File: src/rtl/mem_arb_pkg.sv
// Shared types and constants for the two-port memory arbiter.
package mem_arb_pkg;

  localparam int unsigned LOCK_CNT_W = 8;

  typedef enum logic [1:0] {
    IDLE  = 2'd0,
    LOCK0 = 2'd1,
    LOCK1 = 2'd2
  } arb_state_t;

endpackage

File: src/rtl/mem_arb_pick.sv
// Two-way priority pick: a lone requester always wins, a tie goes to ptr.
import mem_arb_pkg::*;

module mem_arb_pick (
  input  logic [1:0] valid,
  input  logic       ptr,
  output logic [1:0] grant_c
);

  // One-hot grant from the valids and the priority pointer
  always_comb begin
    grant_c = 2'b00;
    if (valid == 2'b11) begin
      grant_c = ptr ? 2'b10 : 2'b01;
    end else begin
      grant_c = valid;
    end
  end

endmodule

File: src/rtl/mem_port_arbiter.sv
// Two-requester arbiter for a single-ported memory with optional lock.
// Build option: MEM_ARB_ROUND_ROBIN_EN selects round-robin tie-breaking in
// IDLE; without it requester 0 always wins ties.
import mem_arb_pkg::*;

module mem_port_arbiter #(
  parameter int unsigned MAX_LOCK = 8
) (
  input  logic        clk,
  input  logic        rst,
  input  logic        req0_valid,
  output logic        req0_ready,
  input  logic [31:0] req0_addr,
  input  logic [31:0] req0_wdata,
  input  logic [3:0]  req0_we,
  input  logic        req0_lock,
  output logic        rsp0_valid,
  output logic [31:0] rsp0_rdata,
  input  logic        req1_valid,
  output logic        req1_ready,
  input  logic [31:0] req1_addr,
  input  logic [31:0] req1_wdata,
  input  logic [3:0]  req1_we,
  input  logic        req1_lock,
  output logic        rsp1_valid,
  output logic [31:0] rsp1_rdata,
  output logic [31:0] mem_addr,
  output logic [31:0] mem_wdata,
  output logic [3:0]  mem_we,
  output logic        mem_re,
  input  logic [31:0] mem_rdata
);

  // Count value at which the next locked beat is the last one allowed
  localparam logic [LOCK_CNT_W-1:0] LAST_CNT = LOCK_CNT_W'(MAX_LOCK - 1);

  arb_state_t            state;
  arb_state_t            state_nxt;
  logic [LOCK_CNT_W-1:0] lock_cnt;
  logic [LOCK_CNT_W-1:0] lock_cnt_nxt;
  logic                  ptr;
  logic [1:0]            pick_gnt;
  logic [1:0]            gnt;
  logic                  sel_lock;
  logic [3:0]            sel_we;

`ifdef MEM_ARB_ROUND_ROBIN_EN
  logic ptr_nxt;

  // Round-robin pointer register
  always_ff @(posedge clk) begin
    if (rst) begin
      ptr <= 1'b0;
    end else begin
      ptr <= ptr_nxt;
    end
  end
`else
  assign ptr = 1'b0;
`endif

  mem_arb_pick u_pick (
    .valid   ({req1_valid, req0_valid}),
    .ptr     (ptr),
    .grant_c (pick_gnt)
  );

  // Grant: arbitrate in IDLE, only the owner while locked, nothing in reset
  always_comb begin
    gnt = 2'b00;
    case (state)
      IDLE:    gnt = pick_gnt;
      LOCK0:   gnt = {1'b0, req0_valid};
      LOCK1:   gnt = {req1_valid, 1'b0};
      default: gnt = 2'b00;
    endcase
    if (rst) begin
      gnt = 2'b00;
    end
  end

  assign req0_ready = gnt[0];
  assign req1_ready = gnt[1];

  // Memory port mux of the granted requester's fields
  always_comb begin
    mem_addr  = '0;
    mem_wdata = '0;
    sel_we    = '0;
    sel_lock  = 1'b0;
    if (gnt[0]) begin
      mem_addr  = req0_addr;
      mem_wdata = req0_wdata;
      sel_we    = req0_we;
      sel_lock  = req0_lock;
    end else if (gnt[1]) begin
      mem_addr  = req1_addr;
      mem_wdata = req1_wdata;
      sel_we    = req1_we;
      sel_lock  = req1_lock;
    end
    mem_we = sel_we;
    mem_re = (|gnt) && (sel_we == 4'b0000);
  end

  // FSM state and lock beat counter registers
  always_ff @(posedge clk) begin
    if (rst) begin
      state    <= IDLE;
      lock_cnt <= '0;
    end else begin
      state    <= state_nxt;
      lock_cnt <= lock_cnt_nxt;
    end
  end

  // Next state: lock entry on a locked IDLE beat, exit on unlock or beat limit
  always_comb begin
    state_nxt    = state;
    lock_cnt_nxt = lock_cnt;
`ifdef MEM_ARB_ROUND_ROBIN_EN
    ptr_nxt      = ptr;
`endif
    case (state)
      IDLE: begin
        if (|gnt) begin
`ifdef MEM_ARB_ROUND_ROBIN_EN
          ptr_nxt = gnt[0];
`endif
          if (sel_lock && (MAX_LOCK > 1)) begin
            state_nxt    = gnt[1] ? LOCK1 : LOCK0;
            lock_cnt_nxt = LOCK_CNT_W'(1);
          end
        end
      end
      LOCK0, LOCK1: begin
        if (|gnt) begin
          if (!sel_lock) begin
            state_nxt    = IDLE;
            lock_cnt_nxt = '0;
          end else if (lock_cnt >= LAST_CNT) begin
            state_nxt    = IDLE;
            lock_cnt_nxt = '0;
`ifdef MEM_ARB_ROUND_ROBIN_EN
            ptr_nxt      = gnt[0];
`endif
          end else begin
            lock_cnt_nxt = lock_cnt + LOCK_CNT_W'(1);
          end
        end
      end
      default: begin
        state_nxt    = IDLE;
        lock_cnt_nxt = '0;
      end
    endcase
  end

  // Read responses: one-cycle pulse with data captured from the memory
  always_ff @(posedge clk) begin
    if (rst) begin
      rsp0_valid <= 1'b0;
      rsp1_valid <= 1'b0;
      rsp0_rdata <= '0;
      rsp1_rdata <= '0;
    end else begin
      rsp0_valid <= gnt[0] && mem_re;
      rsp1_valid <= gnt[1] && mem_re;
      if (gnt[0] && mem_re) begin
        rsp0_rdata <= mem_rdata;
      end
      if (gnt[1] && mem_re) begin
        rsp1_rdata <= mem_rdata;
      end
    end
  end

endmodule

File: config.mk
export PLATFORM = sky130hd
export DESIGN_NAME = mem_port_arbiter
export DESIGN_NICKNAME = d
export VERILOG_FILES = /design/src/rtl/mem_arb_pkg.sv /design/src/rtl/mem_arb_pick.sv /design/src/rtl/mem_port_arbiter.sv
export SDC_FILE = /design/constraint.sdc
export NUM_CORES = 1
export LEC_CHECK = 0
export CAP_MARGIN = 25
export CORE_ASPECT_RATIO = 1.5
export CORE_MARGIN = 10
export CORE_UTILIZATION = 25
export CTS_BUF_LIST = sky130_fd_sc_hd__clkbuf_16
export CTS_CLUSTER_DIAMETER = 50
export CTS_CLUSTER_SIZE = 25
export DETAILED_ROUTE_END_ITERATION = 8
export GPL_TIMING_DRIVEN = 0
export HOLD_SLACK_MARGIN = 0.1
export PLACE_DENSITY = 0.76
export RECOVER_POWER = 50
export SLEW_MARGIN = 20
export SYNTH_ARGS = -nofsm -noshare
export SYNTH_HDL_FRONTEND = slang
export SYNTH_HIERARCHICAL = 1
export SYNTH_SLANG_ARGS = --single-unit
File: constraint.sdc
create_clock -name clk -period 2.1 [get_ports clk]
set_input_delay 0.42 -clock clk [delete_from_list [all_inputs] [get_ports clk]]
set_output_delay 0.42 -clock clk [all_outputs]
set_load 0.02 [all_outputs]
==> impl_metrics.json <==
{
  "first_global_vias": 5047,
  "ys_seq_area_share_pct": 39.8,
  "post-dp-hpwl_um": 18200,
  "critPathBufInv": 5,
  "synth.distinct_cells": 48,
  "ys_seq_elements": 76,
  "cp-end-kind": "primary output",
  "start_util_pct": 25.3,
  "numCtsBuffers": 9,
  "clock_latency_ns": 0.33,
  "max_stage_delay_ns": 0.40,
  "coreArea_sq_um": 15100,
  "drive_gt1_share_pct": 33.1,
  "setup_slack_ns": -0.386,
  "hold_buffers": 0,
  "power_density_nw_per_um2": 583,
  "synthesis.area_sq_um": 3820,
  "overflow": 0,
  "violations": "setup timing",
  "path_class": "reg2out",
  "outcome": "complete, but fails checks",
  "slew_viol_final": 0,
  "viasPerCell": 4.89,
  "p_leak_nw": 3.69,
  "first_pass_iters": 4,
  "drt-total-wl_um": 23200,
  "worst-endpoint-arrival_ns": 2.07,
  "final_core_util_pct": 58.1,
  "min_path_type": "reg2reg",
  "synth_largest_area_cell": "dfxtp_1",
  "grt_pass1_wl_um": 32300,
  "gp_congestion": 0.855,
  "die_height_um": 171,
  "period_needed_ns": 2.49,
  "pre_cts_slack_ns": -1.48,
  "row_count": 55,
  "cp_top_family": "buffers and inverters",
  "antenna_found_initial": 15,
  "tightest_slew_ns": 0.604,
  "postRouteAntennaNets": 0,
  "cp_common_cell": "buf_6",
  "die-area_sq_um": 20700,
  "crit_path_cell_trace": "inv_4, ha_4, a22o_1, nand2_2, nor2_4, buf_8, buf_6, buf_6, a22o_4, buf_6",
  "drt-initial-drc-count": 224,
  "cts-root-buf": "clkbuf_16",
  "synth_async_sr_flop_share_pct": 0,
  "synth_ff_type": "dfxtp_1",
  "rsz0062_at_grt": "true",
  "yosys.area.top_type_share_pct": 39.8,
  "synth_warnings": 6,
  "max_slew_margin_pct": 59.7,
  "grt_usage_pct": 20.9,
  "drv_cap": 0,
  "grt_max_degree": 13,
  "avgSynthCellArea_sq_um": 9.25,
  "dr_total_vias": 4817,
  "cts.sinks": 76,
  "cts_tree": "yes",
  "setup_viol": 104,
  "ir_worst_vdd_uv": 567,
  "critPathLaunchType": "register",
  "clk_path_buf_depth": 2,
  "crit_fanout": 5,
  "hold_viol_final": 0,
  "power_mw": 5.11,
  "worstPathRequired_ns": 1.68,
  "clock.fmax_ghz": 0.402,
  "syn_to_final_growth_pct": 129,
  "ctsHtreeMaxLevel": 3,
  "mostFrequentLayoutCells": "clkdlybuf4s50_1 (197), buf_6 (75), dfxtp_1 (74)",
  "port_buffers": 310,
  "fin_skew_ns": 0.00435,
  "drc": 0,
  "fin_crit_sh_pct": 118,
  "wl_per_cell_um": 23.6,
  "fill_cells": 1247,
  "critPathSlowestCell": "dfxtp_4",
  "setup-tns-final_ns": -31.36,
  "synth_edf_count": 0,
  "mostFrequentLayoutCell": "clkdlybuf4s50_1",
  "layout.nets": 955,
  "clk_pin_slew_ns": 0.06,
  "ios": 311,
  "synth_area_leaders": "dfxtp_1 (40%), a22o_1 (16%), mux2_2 (8.6%), nand2_1 (7.1%), nor2b_1 (4.9%)",
  "die_x_um": 121,
  "synthCells": 413
}
-- path summary, 6_finish.rpt --
kind	from	end	slack [ns]	depth (start not counted)
worst min register to register	rsp0_rdata[8]	rsp0_rdata[8]	0.45	2
worst max register to register	state[0]	rsp1_rdata[25]	-0.28	12
worst min-delay path	rsp0_rdata[8]	rsp0_rdata[8]	0.45	2
worst max-delay path	state[0]	mem_wdata[30]	-0.39	10
-- worst min-delay path: stages (launching register included) --
cell and delay, ns:
dfxtp_1 0.30, nand2_1 0.05, a21oi_1 0.05
-- cell usage after synthesis, drive strengths merged (3+ instances only) --
cell type and instances:
dfxtp 76, nand2 72, a22o 69, a21oi 34, nor2b 30, mux2 29, buf 19, clkbuf 13
inv 8, nand3 7, and3 5, ha 5, mux2i 5, nand4 4, nor2 4, a21boi 3
-- logic make-up after synthesis --
logic type | Yosys count | share of synthesized area [%]
simple gates | 134 | 17.0
compound gates | 122 | 26.1
flops | 76 | 39.8
buf+inv | 41 | 5.37
mux | 34 | 9.86
fa+ha+maj | 5 | 1.64
other cells | 1 | 0.0982
-- registers in the layout, indices dropped and copies added, names as in the netlist --
register / cells
lock_cnt: 8
rsp0_rdata: 32
rsp0_valid: 1
rsp1_rdata: 32
rsp1_valid: 1
state: 2
-- layer usage --
layer | part of all wire (%) | vias up | GRT usage (%)
li1 | - | 2236 | -
met1 | 35 | 2259 | 20.0
met3 | 12 | 56 | 12.5
met2 | 50 | 248 | 36.3
met4 | 2.7 | 18 | 6.84
met5 | 0.42 | - | 0
-- per-stage QoR --
step	hold slack [ns]	cell area [sq um]	std cells
3_3_place_gp	0.441	7460	923
3_5_place_dp	0.450	7460	923
6_report	0.454	8760	985
5_1_grt	0.475	8750	980
4_1_cts	0.455	8370	968
2_1_floorplan	0.443	4110	414
-- where the power goes --
part           internal [mW]  switching [mW]  total (mW)
logic                   1.13           0.842        1.97
clock network           1.02           0.576        1.60
registers               1.50          0.0333        1.54
-- area by class of cell --
| cell class | count | area (sq um) | share of cell area [%] |
|---|---|---|---|
| antenna | 6 | 15.0 | 0.171 |
| buffer | 32 | 394 | 4.50 |
| clock buffer | 9 | 225 | 2.57 |
| clock inverter | 6 | 81.3 | 0.928 |
| inverter | 9 | 43.8 | 0.500 |
| multi-input combinational | 297 | 2520 | 28.8 |
| sequential | 76 | 1530 | 17.5 |
| tap | 199 | 249 | 2.84 |
| timing repair buffer | 351 | 3700 | 42.3 |
-- repair_timing --
item | 4_1_cts | 5_1_grt
pin swaps | 17 | 11
cloned | 4 | 6
gates resized for setup | 487 | 58
setup buffers | 26 | 6
endpoints found under the setup margin | 139 | 142
No activity file was read; power rests on OpenSTA's default activity.
==> patch, RTL diff (config.mk and constraints unchanged) <==
Set the package constant `LOCK_CNT_W` to 12 (it was 8).
--- a/src/rtl/mem_arb_pkg.sv
+++ b/src/rtl/mem_arb_pkg.sv
@@ -2,5 +2,5 @@
 package mem_arb_pkg;
 
-  localparam int unsigned LOCK_CNT_W = 8;
+  localparam int unsigned LOCK_CNT_W = 12;
 
   typedef enum logic [1:0] {
Behaviour: same outputs for any inputs over 4 cycles, from zero or initial values and one cycle with rst high; that may be too few to reach the edited logic, so the function may still have changed.
==> patch against the unedited design <==
The flow still finishes with violations (setup timing). Area after synthesis is 2.1% higher. Via count is 4.7% higher. Final area is 0.49% higher. Power is 25% higher. Sequential cell count is 4 higher. Combinational power is 48% higher. Routed wire length is 0.46% lower. Synthesized cell count is 6.8% higher. Hold slack better by 8.7 ps. Worst setup slack worse by 120 ps. Critical endpoint is now mem_wdata[20]. Largest cell class unchanged.
==> patch: results (changes against the unedited design) <==
================================================================================
Outcome                                                             finished, violations left
Violated checks                                                     setup timing
Distinct cell type count after synthesis                                      41   -15%
Global-route wire length before repair                                  32000 um   -1.1%
Detail Route met3 WL                                                     2520 um   -12%
Top post-synthesis cells by area                                    sky130_fd_sc_hd__dfxtp_1 (41%), sky130_fd_sc_hd__a22o_1 (15%), sky130_fd_sc_hd__mux2i_1 (8.2%)
GRT met1 Usage                                                             20.9%   +0.86 points
Met2 capacity usage during global routing                                  35.6%   -0.73 points
Destination of the critical timing path                             mem_wdata[20]
Signal buffers                                                               385   +0.52%
Number of failing setup endpoints in the final timing report                  91   -13%
Cell depth of the worst min-delay path                                         1   -1
Start point of the worst hold path                                  lock_cnt[11]
Arrival time reported for the critical path endpoint                     2190 ps   +120 ps
Peak per-stage delay on the critical path                                 370 ps   -30 ps
Fraction of final layout cells with drive strength greater than 1          26.8%   -6.3 points
Post-detail-place hpwl                                                  18600 um   +2.0%
Met2 routed wirelength                                                  11700 um   +1.8%
Iter 0 DRT Violations                                                        279   +25%
Seq pwr share                                                              25.7%   -4.4 points
Via density per instance                                                    5.01   +2.4%
Final nets                                                                   976   +2.2%
Worst-case register-to-register setup slack                              -110 ps   +170 ps
Share of total power in the clock network                                  28.7%   -2.6 points
Total routing resource utilization after global routing                    19.9%   -0.99 points
Largest fanout of any net on the critical path                                 7   +2
Stages on worst setup path                                                     9   -1
Routability congestion estimate from global placement                      0.879   +2.9%
Clock network share of area                                                3.99%   +0.49 points
Num Clock Sinks                                                               80   +5.3%
Worst Reg2Reg Path Length in Cells                                            10   -2
Largest net degree at the start of global routing                             16   +3
Worst Tran Pin Value                                                      588 ps   -16.4 ps
DR pass1 iterations                                                            4   unchanged
Proportion of synthesized chip area in sequential cells                    41.1%   +1.2 points
Net switching component of the power                                     2080 uW   +43%
Avg WL per Cell                                                          23.0 um   -2.6%
Vias in the first global route                                              5075   +0.55%
Invs w/o clock                                                                 6   -3
Comb_multi_in                                                                315   +6.1%
Met1 Routed Length                                                       8490 um   +4.7%
Data-path buffer share of cell area in the final layout                    45.7%   -1.1 points
Fill count                                                                  1303   +4.5%
Setup slack after layout                                                 -508 ps   -122 ps
Met3 layer usage reported by global route                                  8.35%   -4.2 points
Worst hold path endpoint                                            lock_cnt[11]
Critical register-to-register path endpoint                          lock_cnt[9]
================================================================================
-- patch: cells by family after synthesis --
group	Yosys count	share of synthesized area, %
compound gates	164	29.7
fa+ha+maj	5	1.60
buf+inv	47	5.26
flops	80	41.1
mux	32	8.21
other cells	1	0.0962
simple gates	112	14.1
-- patch: per-stage QoR --
stage          cell area [um^2]  hold slack [ps]  total power [uW]  setup WS (ps)  cells
2_1_floorplan              4260              441              2890          0.135    442
3_3_place_gp               7610              451              4010          -1460    951
3_5_place_dp               7610              454              4030          -1500    951
4_1_cts                    8520              469              6290           -529    993
5_1_grt                    8790              491              6660           -597   1001
6_report                   8800              463              6400           -508   1007
-- patch: repair_timing --
action,4_1_cts,5_1_grt
setup buffers,25,9
pin swaps,27,42
setup endpoints to repair,150,143
cloned,4,3
hold buffers,0,0
gates resized for setup,465,76
